<file path="src/rtl/dmem_arb_pkg.sv">
// ---------------------------------------------------------------------------
// dmem_arb_pkg
// Shared types and constants for the two-port data-memory arbiter.
//   state_t    : arbiter FSM states (IDLE / ACCESS / RESP)
//   port_idx_t : index of a requester port (0 or 1)
//   cmd_t      : command register contents latched at grant
//   addr_legal : word-aligned, in-range address check
// ---------------------------------------------------------------------------
package dmem_arb_pkg;

  typedef enum logic [1:0] {
    IDLE   = 2'd0,
    ACCESS = 2'd1,
    RESP   = 2'd2
  } state_t;

  typedef logic port_idx_t;

  // Low address bits that must be zero for a word access, and the shift
  // that turns a byte address into a word index.
  localparam logic [31:0] WORD_ALIGN_MASK = 32'h0000_0003;
  localparam int unsigned WORD_SHIFT      = 2;

  typedef struct packed {
    logic        we;
    logic [31:0] addr;
    logic [31:0] wdata;
  } cmd_t;

  // An access is legal when it is word aligned and its word index falls
  // inside the attached memory.
  function automatic logic addr_legal(input logic [31:0] addr,
                                      input int unsigned mem_words);
    return ((addr & WORD_ALIGN_MASK) == 32'h0) && ((addr >> WORD_SHIFT) < mem_words);
  endfunction

endpackage

</file>
<file path="src/rtl/dmem_arb_rr.sv">
// ---------------------------------------------------------------------------
// dmem_arb_rr
// Two-way round-robin pick. A lone requester wins; on contention the port
// that was not granted last wins.
//   req0, req1  : request inputs of port 0 and port 1
//   last        : port granted most recently
//   grant_valid : at least one request is present
//   grant_idx   : winning port (meaningful only when grant_valid=1)
// ---------------------------------------------------------------------------
module dmem_arb_rr
  import dmem_arb_pkg::*;
(
  input  logic      req0,
  input  logic      req1,
  input  port_idx_t last,
  output logic      grant_valid,
  output port_idx_t grant_idx
);

  always_comb begin
    // NOTE: every output gets a default first so no path leaves it unassigned
    // and no latch is inferred.
    grant_valid = req0 | req1;
    grant_idx   = 1'b0;
    if (req0 && req1) begin
      grant_idx = ~last;
    end else if (req1) begin
      grant_idx = 1'b1;
    end
  end

endmodule

</file>
<file path="src/rtl/dmem_arbiter.sv">
// ---------------------------------------------------------------------------
// dmem_arbiter
// Arbitrates two load/store requesters onto one single-port data memory.
// Each access takes IDLE (grant) -> ACCESS (memory cycle) -> RESP (ack),
// so a request sampled at edge N is acknowledged two edges later.
//   clk, rst_n            : clock, asynchronous active-low reset
//   req_p, we_p           : request and store/load select, p in {0,1}
//   addr_p, wdata_p       : byte address and store data, p in {0,1}
//   ack_p, err_p, rdata_p : one-cycle completion pulse with error flag and
//                           load data, p in {0,1}
//   mem_read, mem_write   : memory strobes, only in ACCESS for legal accesses
//   mem_addr, mem_wdata   : memory address / write data, zero outside ACCESS
//   mem_rdata             : combinational read data from the memory
//   busy                  : FSM is not in IDLE
// ---------------------------------------------------------------------------
module dmem_arbiter
  import dmem_arb_pkg::*;
#(
  parameter int unsigned MEM_WORDS = 256
) (
  input  logic        clk,
  input  logic        rst_n,
  input  logic        req_0,
  input  logic        we_0,
  input  logic [31:0] addr_0,
  input  logic [31:0] wdata_0,
  output logic        ack_0,
  output logic        err_0,
  output logic [31:0] rdata_0,
  input  logic        req_1,
  input  logic        we_1,
  input  logic [31:0] addr_1,
  input  logic [31:0] wdata_1,
  output logic        ack_1,
  output logic        err_1,
  output logic [31:0] rdata_1,
  output logic        mem_read,
  output logic        mem_write,
  output logic [31:0] mem_addr,
  output logic [31:0] mem_wdata,
  input  logic [31:0] mem_rdata,
  output logic        busy
);

  state_t    state;
  port_idx_t last;      // most recent grant; also the port served right now
  cmd_t      cmd;

  logic      grant_valid;
  port_idx_t grant_idx;
  logic      in_access;
  logic      cmd_legal;
  logic [31:0] resp_rdata;

  dmem_arb_rr u_rr (
    .req0        (req_0),
    .req1        (req_1),
    .last        (last),
    .grant_valid (grant_valid),
    .grant_idx   (grant_idx)
  );

  assign in_access = (state == ACCESS);
  assign cmd_legal = addr_legal(cmd.addr, MEM_WORDS);

  // Memory side is a gated view of the command register, so it is quiet in
  // every state but ACCESS and the strobes never fire for an illegal access.
  assign mem_read  = in_access & cmd_legal & ~cmd.we;
  assign mem_write = in_access & cmd_legal &  cmd.we;
  assign mem_addr  = in_access ? cmd.addr  : 32'h0;
  assign mem_wdata = in_access ? cmd.wdata : 32'h0;

  // Stores and illegal accesses return zero data.
  assign resp_rdata = (cmd_legal && !cmd.we) ? mem_rdata : 32'h0;

  assign busy = (state != IDLE);

  // NOTE: all state and registered outputs use non-blocking assignments so
  // every update in this block sees the pre-edge values.
  always_ff @(posedge clk or negedge rst_n) begin
    if (!rst_n) begin
      state   <= IDLE;
      last    <= 1'b1;
      cmd     <= '0;
      ack_0   <= 1'b0;
      err_0   <= 1'b0;
      rdata_0 <= 32'h0;
      ack_1   <= 1'b0;
      err_1   <= 1'b0;
      rdata_1 <= 32'h0;
    end else begin
      case (state)
        IDLE: begin
          if (grant_valid) begin
            last  <= grant_idx;
            cmd   <= (grant_idx == 1'b1) ? cmd_t'{we: we_1, addr: addr_1, wdata: wdata_1}
                                         : cmd_t'{we: we_0, addr: addr_0, wdata: wdata_0};
            state <= ACCESS;
          end
        end
        ACCESS: begin
          // Capture the memory response for the port being served; it is
          // presented together with ack during RESP.
          if (last == 1'b0) begin
            ack_0   <= 1'b1;
            err_0   <= ~cmd_legal;
            rdata_0 <= resp_rdata;
          end else begin
            ack_1   <= 1'b1;
            err_1   <= ~cmd_legal;
            rdata_1 <= resp_rdata;
          end
          state <= RESP;
        end
        RESP: begin
          // Requests are ignored here; a held req is re-sampled in IDLE.
          ack_0   <= 1'b0;
          err_0   <= 1'b0;
          rdata_0 <= 32'h0;
          ack_1   <= 1'b0;
          err_1   <= 1'b0;
          rdata_1 <= 32'h0;
          state   <= IDLE;
        end
        default: state <= IDLE;
      endcase
    end
  end

endmodule

</file>
<file path="config.mk">
export PLATFORM = sky130hd
export DESIGN_NAME = dmem_arbiter
export DESIGN_NICKNAME = d
export VERILOG_FILES = /design/src/rtl/dmem_arb_pkg.sv /design/src/rtl/dmem_arb_rr.sv /design/src/rtl/dmem_arbiter.sv
export SDC_FILE = /design/constraint.sdc
export NUM_CORES = 1
export LEC_CHECK = 0
export ABC_AREA = 1
export BUFFER_PORTS_ARGS = -buffer_cell sky130_fd_sc_hd__buf_2
export CORE_MARGIN = 1
export CORE_UTILIZATION = 49
export CTS_BUF_LIST = sky130_fd_sc_hd__clkbuf_8
export DETAILED_ROUTE_END_ITERATION = 8
export GPL_ROUTABILITY_DRIVEN = 0
export PLACE_DENSITY = 0.89
export REMOVE_ABC_BUFFERS = 1
export SLEW_MARGIN = 40
export SYNTH_ARGS = -nofsm -noshare
export SYNTH_HDL_FRONTEND = slang
export SYNTH_SLANG_ARGS = --single-unit
</file>
<file path="constraint.sdc">
create_clock -name clk -period 2.16 [get_ports clk]
set_clock_uncertainty 0.15 [all_clocks]
set_input_delay 0.432 -clock clk [delete_from_list [all_inputs] [get_ports clk]]
set_output_delay 0.432 -clock clk [all_outputs]
set_load 0.005 [all_outputs]
</file>
==> reports/results.ini, run 1 <==
[status]
status = complete, but fails checks
violations = setup timing

[setup_path]
crit_path_end_kind = primary output
slowest_stage = dfrtp_1
crit_chain = nor2_1 > nand4_1 > buf_6 > nor4_4 > buf_2
crit_fanout = 3
crit_required_ns = 1.58
worst_setup_path_start_kind = flop
worstSetupPathType = flop to primary output
crit_path_max_incr_delay_ns = 0.41
cp.arrival_ns = 1.60

[power_and_ir_drop]
ir_drop_uv = 894
combPwrFrac_pct = 46.9
p_clk_share_pct = 20.2
internal_power_uw = 6250
power_density_mw_per_mm2 = 1200
switching_share_pct = 41.9
p_switching_uw = 4500
p_seq_share_pct = 32.9
p_leak_uw = 0.00517

[route]
ant_nets = 0
drt_pass1_iterations = 5
totalWireLength_um = 20700
vias = 7015
via_per_inst = 5.37
post_drt_wl_per_cell_um = 15.8
drcViolationCount = 0
drtIter0Drc = 732

[finish]
fin_area_mm2 = 0.00898
mostFrequentLayoutCell = buf_2
syn2layout_area_growth_pct = 36.7
most-common-layout-cells = buf_2, nand2_1, nor2_1, dfrtp_1, inv_1
fin_nets = 1286
drive_gt1_share_pct = 37.0

[global_route]
grt_max_degree = 67
overflow = 0
grt_pass1_wl_um = 32100
grt_pass1_vias = 6578
grtUsageTotal_pct = 29.3
antenna_found_initial = 4

[floorplan]
die_h_um = 118
ioPinCount = 301
core_area_mm2 = 0.0128
initial_core_util_pct = 51.2
die_w_um = 118
num_rows = 41
die_area_mm2 = 0.0139

[place]
place_area_mm2 = 0.00825
hpwlAfterDp_um = 14100
io_buffers = 300

[run]
cap_violations = 0

[sta]
max_freq_ghz = 0.457
setup_viol = 1
hold_violations = 0
timing.final.ws_setup_ns = -0.0259
tightest_slew_ns = 0.588
rsz0062_at_grt = true
holdWs_ns = 0.107
period_needed_ns = 2.19
slew_headroom_pct = 60.7
slew_violations = 0
fin_crit_sh_pct = 101

[yosys]
seq_area_frac_synth_pct = 51.8
synth.distinct_cells = 21
ys_ff_latch = 136
synth.cell_area_mm2 = 0.00657
yosys_warnings = 0
postSynthCellCount = 831
syn_area_per_cell_um2 = 7.90

[clocking]
clock-root-buffer = clkbuf_8
cts_buffer_depth = 2
htree_levels = 4
clkLatencyLatePin_ns = 0.43
numCtsBuffers = 17
clock_sinks = 136
cts_tree = built
clk_pin_slew_ns = 0.07

[min_path]
worstHoldPathType = primary input to flop

cell families (layout without fill, tap and decap cells):
| kind of cell | Yosys count | in the layout | synth area share, % |
|---|---|---|---|
| compound gates | 134 | 134 | 11.5 |
| simple gates | 392 | 392 | 25.3 |
| other cells | 0 | 3 | 0 |
| flops | 136 | 136 | 51.8 |
| buf+inv | 169 | 470 | 11.4 |
power by group through the flow:
stage | clock, µW | combinational, µW | sequential, µW
3_3_place_gp | 0 | 4320 | 3530
4_1_cts | 2180 | 4610 | 3520
2_1_floorplan | 0 | 2580 | 3490
3_5_place_dp | 0 | 4380 | 3570
6_report | 2170 | 5050 | 3530
5_1_grt | 2310 | 5500 | 3600
flip-flops by register name, summed over array words and instances, names as in the netlist:
signal and count:
ack_0 1, ack_1 1, cmd 65, err_0 1
err_1 1, last 1, rdata_0 32, rdata_1 32
state 2
Yosys cell counts:
library cell | count | share of area, %
buf_1 | 4 | 0.23
buf_2 | 27 | 2.1
buf_4 | 3 | 0.34
buf_6 | 9 | 1.5
clkbuf_1 | 21 | 1.2
dfrtp_1 | 135 | 51
dfstp_2 | 1 | 0.40
inv_1 | 100 | 5.7
inv_2 | 5 | 0.29
nand2_1 | 145 | 8.3
nand2_4 | 1 | 0.17
nand4_1 | 65 | 6.2
nor2_1 | 176 | 10
nor2_2 | 1 | 0.095
nor2_4 | 1 | 0.17
nor4_1 | 2 | 0.19
o21ai_0 | 60 | 4.6
o21ai_1 | 8 | 0.61
o21ai_2 | 1 | 0.13
o22ai_1 | 65 | 6.2
or2_4 | 1 | 0.13
final cells by class:
type | count | area (µm²)
fill | 983 | 3850
sequential | 136 | 3400
multi-input combinational | 526 | 2570
timing repair buffer | 334 | 1970
inverter | 105 | 403
clock buffer | 20 | 275
tap | 172 | 215
clock inverter | 11 | 131
antenna | 3 | 7.51
worst paths after layout:
check	from	end	slack (ns)	cells after the start
max in group asynchronous	rst_n	cmd[50]	0.89	3
worst min-delay path	wdata_1[13]	cmd[13]	0.11	3
min in group asynchronous	rst_n	rdata_0[14]	0.37	2
worst max-delay path	cmd[60]	mem_write	-0.03	5
worst min register to register	rdata_0[11]	rdata_0[11]	0.33	2
worst max register to register	state[1]	rdata_1[29]	0.17	6
critical path, delay by kind of cell, from the launching register on:
kind,cells,cell delay (ns)
and+or+nand+nor,3,0.45
buffers and inverters,2,0.31
DFF,1,0.41
routing by layer:
metal | global-route usage (%) | wire (µm)
met3 | 7.90 | 1800
met4 | 15.9 | 865
met1 | 34.3 | 7830
met2 | 48.9 | 10200
met5 | 0 | 13
through the flow:
stage | worst slack (ns) | cells | util [%] | total power, µW | setup TNS, ns
CTS | -0.0680 | 1299 | 68.3 | 10300 | -1.32
global placement | 0.290 | 1261 | 64.3 | 7850 | 0
global route | -0.0991 | 1307 | 70.0 | 11400 | -0.773
detailed placement | 0.232 | 1261 | 64.3 | 7950 | 0
finish | -0.0259 | 1307 | 70.0 | 10700 | -0.0259
floorplan | -1.14 | 767 | - | 6080 | -85.91
timing repair:
action                                 CTS  global route
setup buffers                            5             3
gates cloned                             1             2
setup endpoints to repair               55            46
pin swaps                                3             9
resized for setup                        7            50
endpoints found under the hold margin   45             0
hold buffers                             1             0
Power figures use the tool's default switching activity.
==> inputs of run 2 (changes only) <==
--- a/config.mk
+++ b/config.mk
@@ -6,6 +6,7 @@
 export NUM_CORES = 1
 export LEC_CHECK = 0
 export ABC_AREA = 1
+export ABC_CLOCK_PERIOD_IN_PS = 2160
 export BUFFER_PORTS_ARGS = -buffer_cell sky130_fd_sc_hd__buf_2
 export CORE_MARGIN = 1
 export CORE_UTILIZATION = 49
@@ -14,6 +15,7 @@
 export GPL_ROUTABILITY_DRIVEN = 0
 export PLACE_DENSITY = 0.89
 export REMOVE_ABC_BUFFERS = 1
+export SETUP_SLACK_MARGIN = 0.5
 export SLEW_MARGIN = 40
 export SYNTH_ARGS = -nofsm -noshare
 export SYNTH_HDL_FRONTEND = slang
==> run 2 against run 1 <==
  * The flow still finishes with violations (setup timing)
  * First-iteration DRC count rose by 10%
  * Sequential cell count did not move
  * Global-route usage rose by 0.84 points
  * Non-clock buffer count rose by 9
  * Routed wire length rose by 2.1%
  * Worst setup slack got worse by 0.038 ns
  * Total power rose by 1.8%
  * Critical path depth rose by 1
  * Via count rose by 2.6%
  * Utilization rose by 1.2 points
  * Largest cell class unchanged
==> reports/results.ini, run 2 (same netlist as run 1, synthesis figures left out) <==
[sta]
tightest_slew_ns = 0.493
slew_headroom_pct = 67.1
timing.final.ws_setup_ns = -0.0641
period_needed_ns = 2.22
slew_violations = 0
rsz0062_at_grt = true
max_freq_ghz = 0.450
fin_crit_sh_pct = 103
setup_viol = 34
hold_violations = 0

[finish]
final_util_pct = 71.2
top_regs = cmd (65), rdata_0 (32), rdata_1 (32)
fin_nets = 1295
most-common-layout-cells = buf_2, nor2_1, nand2_1, dfrtp_1, inv_1
syn2layout_area_growth_pct = 39.0
instances_no_fill = 1316
regMostFlops = cmd
drive_gt1_share_pct = 35.5
largest_reg_flops = 65
mostFrequentLayoutCell = buf_2
fin_area_mm2 = 0.00913

[global_route]
grt_max_degree = 66
overflow = 0
grt_pass1_wl_um = 33000
grt_pass1_vias = 6704
grtUsageTotal_pct = 30.2
antenna_found_initial = 4

[route]
totalWireLength_um = 21100
drt_pass1_iterations = 5
vias = 7194
via_per_inst = 5.47
post_drt_wl_per_cell_um = 16.0
drcViolationCount = 0
ant_nets = 0
drtIter0Drc = 808

[clocking]
clk_pin_slew_ns = 0.08
clock-root-buffer = clkbuf_8
cts_buffer_depth = 2
numCtsBuffers = 17
htree_levels = 4
clock_sinks = 136
cts_tree = built
clkLatencyLatePin_ns = 0.44

[power_and_ir_drop]
p_leak_uw = 0.00528
power_uw = 10900
power_density_mw_per_mm2 = 1200
ir_drop_uv = 707

[setup_path]
crit_required_ns = 1.58
cp.arrival_ns = 1.64
worst_setup_path_start_kind = flop
crit_fanout = 9
worstSetupPathType = flop to primary output
crit_path_end_kind = primary output

[status]
violations = setup timing
status = complete, but fails checks

[min_path]
worstHoldPathType = primary input to flop

[place]
dp_cells = 1261
place_area_mm2 = 0.00825
dp_slack_ns = 0.232
hpwlAfterDp_um = 14100
io_buffers = 300

[floorplan]
core_area_mm2 = 0.0128
die_area_mm2 = 0.0139
ioPinCount = 301
die_h_um = 118
initial_core_util_pct = 51.2
num_rows = 41
die_w_um = 118

[run]
cap_violations = 0

run 2: cell count changes in the layout (fill, tap and decap cells not counted), sizes merged:
cell,delta
buf,+6
bufbuf,+3
clkinv,-1
inv,+1
run 2: area by class of cell:
| cell class | instances | area (µm²) |
|---|---|---|
| well taps | 172 | 215 |
| clock buffers | 20 | 275 |
| repair buffers | 343 | 2170 |
| multi-input cells | 526 | 2510 |
| inverters | 105 | 414 |
| fillers | 969 | 3700 |
| diodes | 3 | 7.51 |
| flip-flops and latches | 136 | 3400 |
| clock inverters | 11 | 131 |
run 2: what timing repair did:
item                       4_1_cts  5_1_grt
setup buffers                    9        5
gates resized for setup         27       23
setup endpoints to repair      187      196
cloned                           4        2
hold buffers                     1        0
hold endpoints to repair        45        0
pin swaps                        3       25
run 2: final timing paths:
| path | to | from | slack (ns) | cells after the start |
|---|---|---|---|---|
| min | cmd[1] | wdata_1[1] | 0.1 | 3 |
| max reg2reg | cmd[58] | state[1] | 0.30 | 6 |
| min in group asynchronous | rdata_0[14] | rst_n | 0.36 | 2 |
| max in group asynchronous | cmd[50] | rst_n | 0.89 | 3 |
| max | mem_wdata[8] | state[1] | -0.06 | 6 |
| min reg2reg | rdata_0[11] | rdata_0[11] | 0.33 | 2 |
run 2: routing by layer:
metal / up-vias / global-route usage [%] / wire, µm
met3: 75 / 8.43 / 2030
met5: - / 0 / 12
met2: 440 / 50.1 / 10300
met4: 2 / 15.1 / 903
met1: 3386 / 35.8 / 7890
li1: 3291 / - / -
run 2: critical path, cell delays in order (launching register included):
cell and delay [ns]:
dfrtp_1 0.42, nor2_4 0.17, inv_6 0.09, buf_4 0.15, buf_12 0.14, nor2_1 0.10, buf_2 0.13
run 2: where the power goes:
part / total, µW / switching [µW] / internal, µW / leakage [µW]
sequential: 3530 / 287 / 3240 / 0.00177
combinational: 5230 / 3230 / 1990 / 0.00330
clock: 2180 / 972 / 1210 / 0.000214
total: 10900 / 4490 / 6450 / 0.00528
run 2: through the flow:
step | hold slack, ns | TNS (ns)
final | 0.0973 | -1.35
after global routing | 0.0813 | -4.21
after CTS | 0.0796 | -2.25
after detailed placement | 0.262 | 0
after global placement | 0.262 | 0
after floorplan | -0.0136 | -85.91
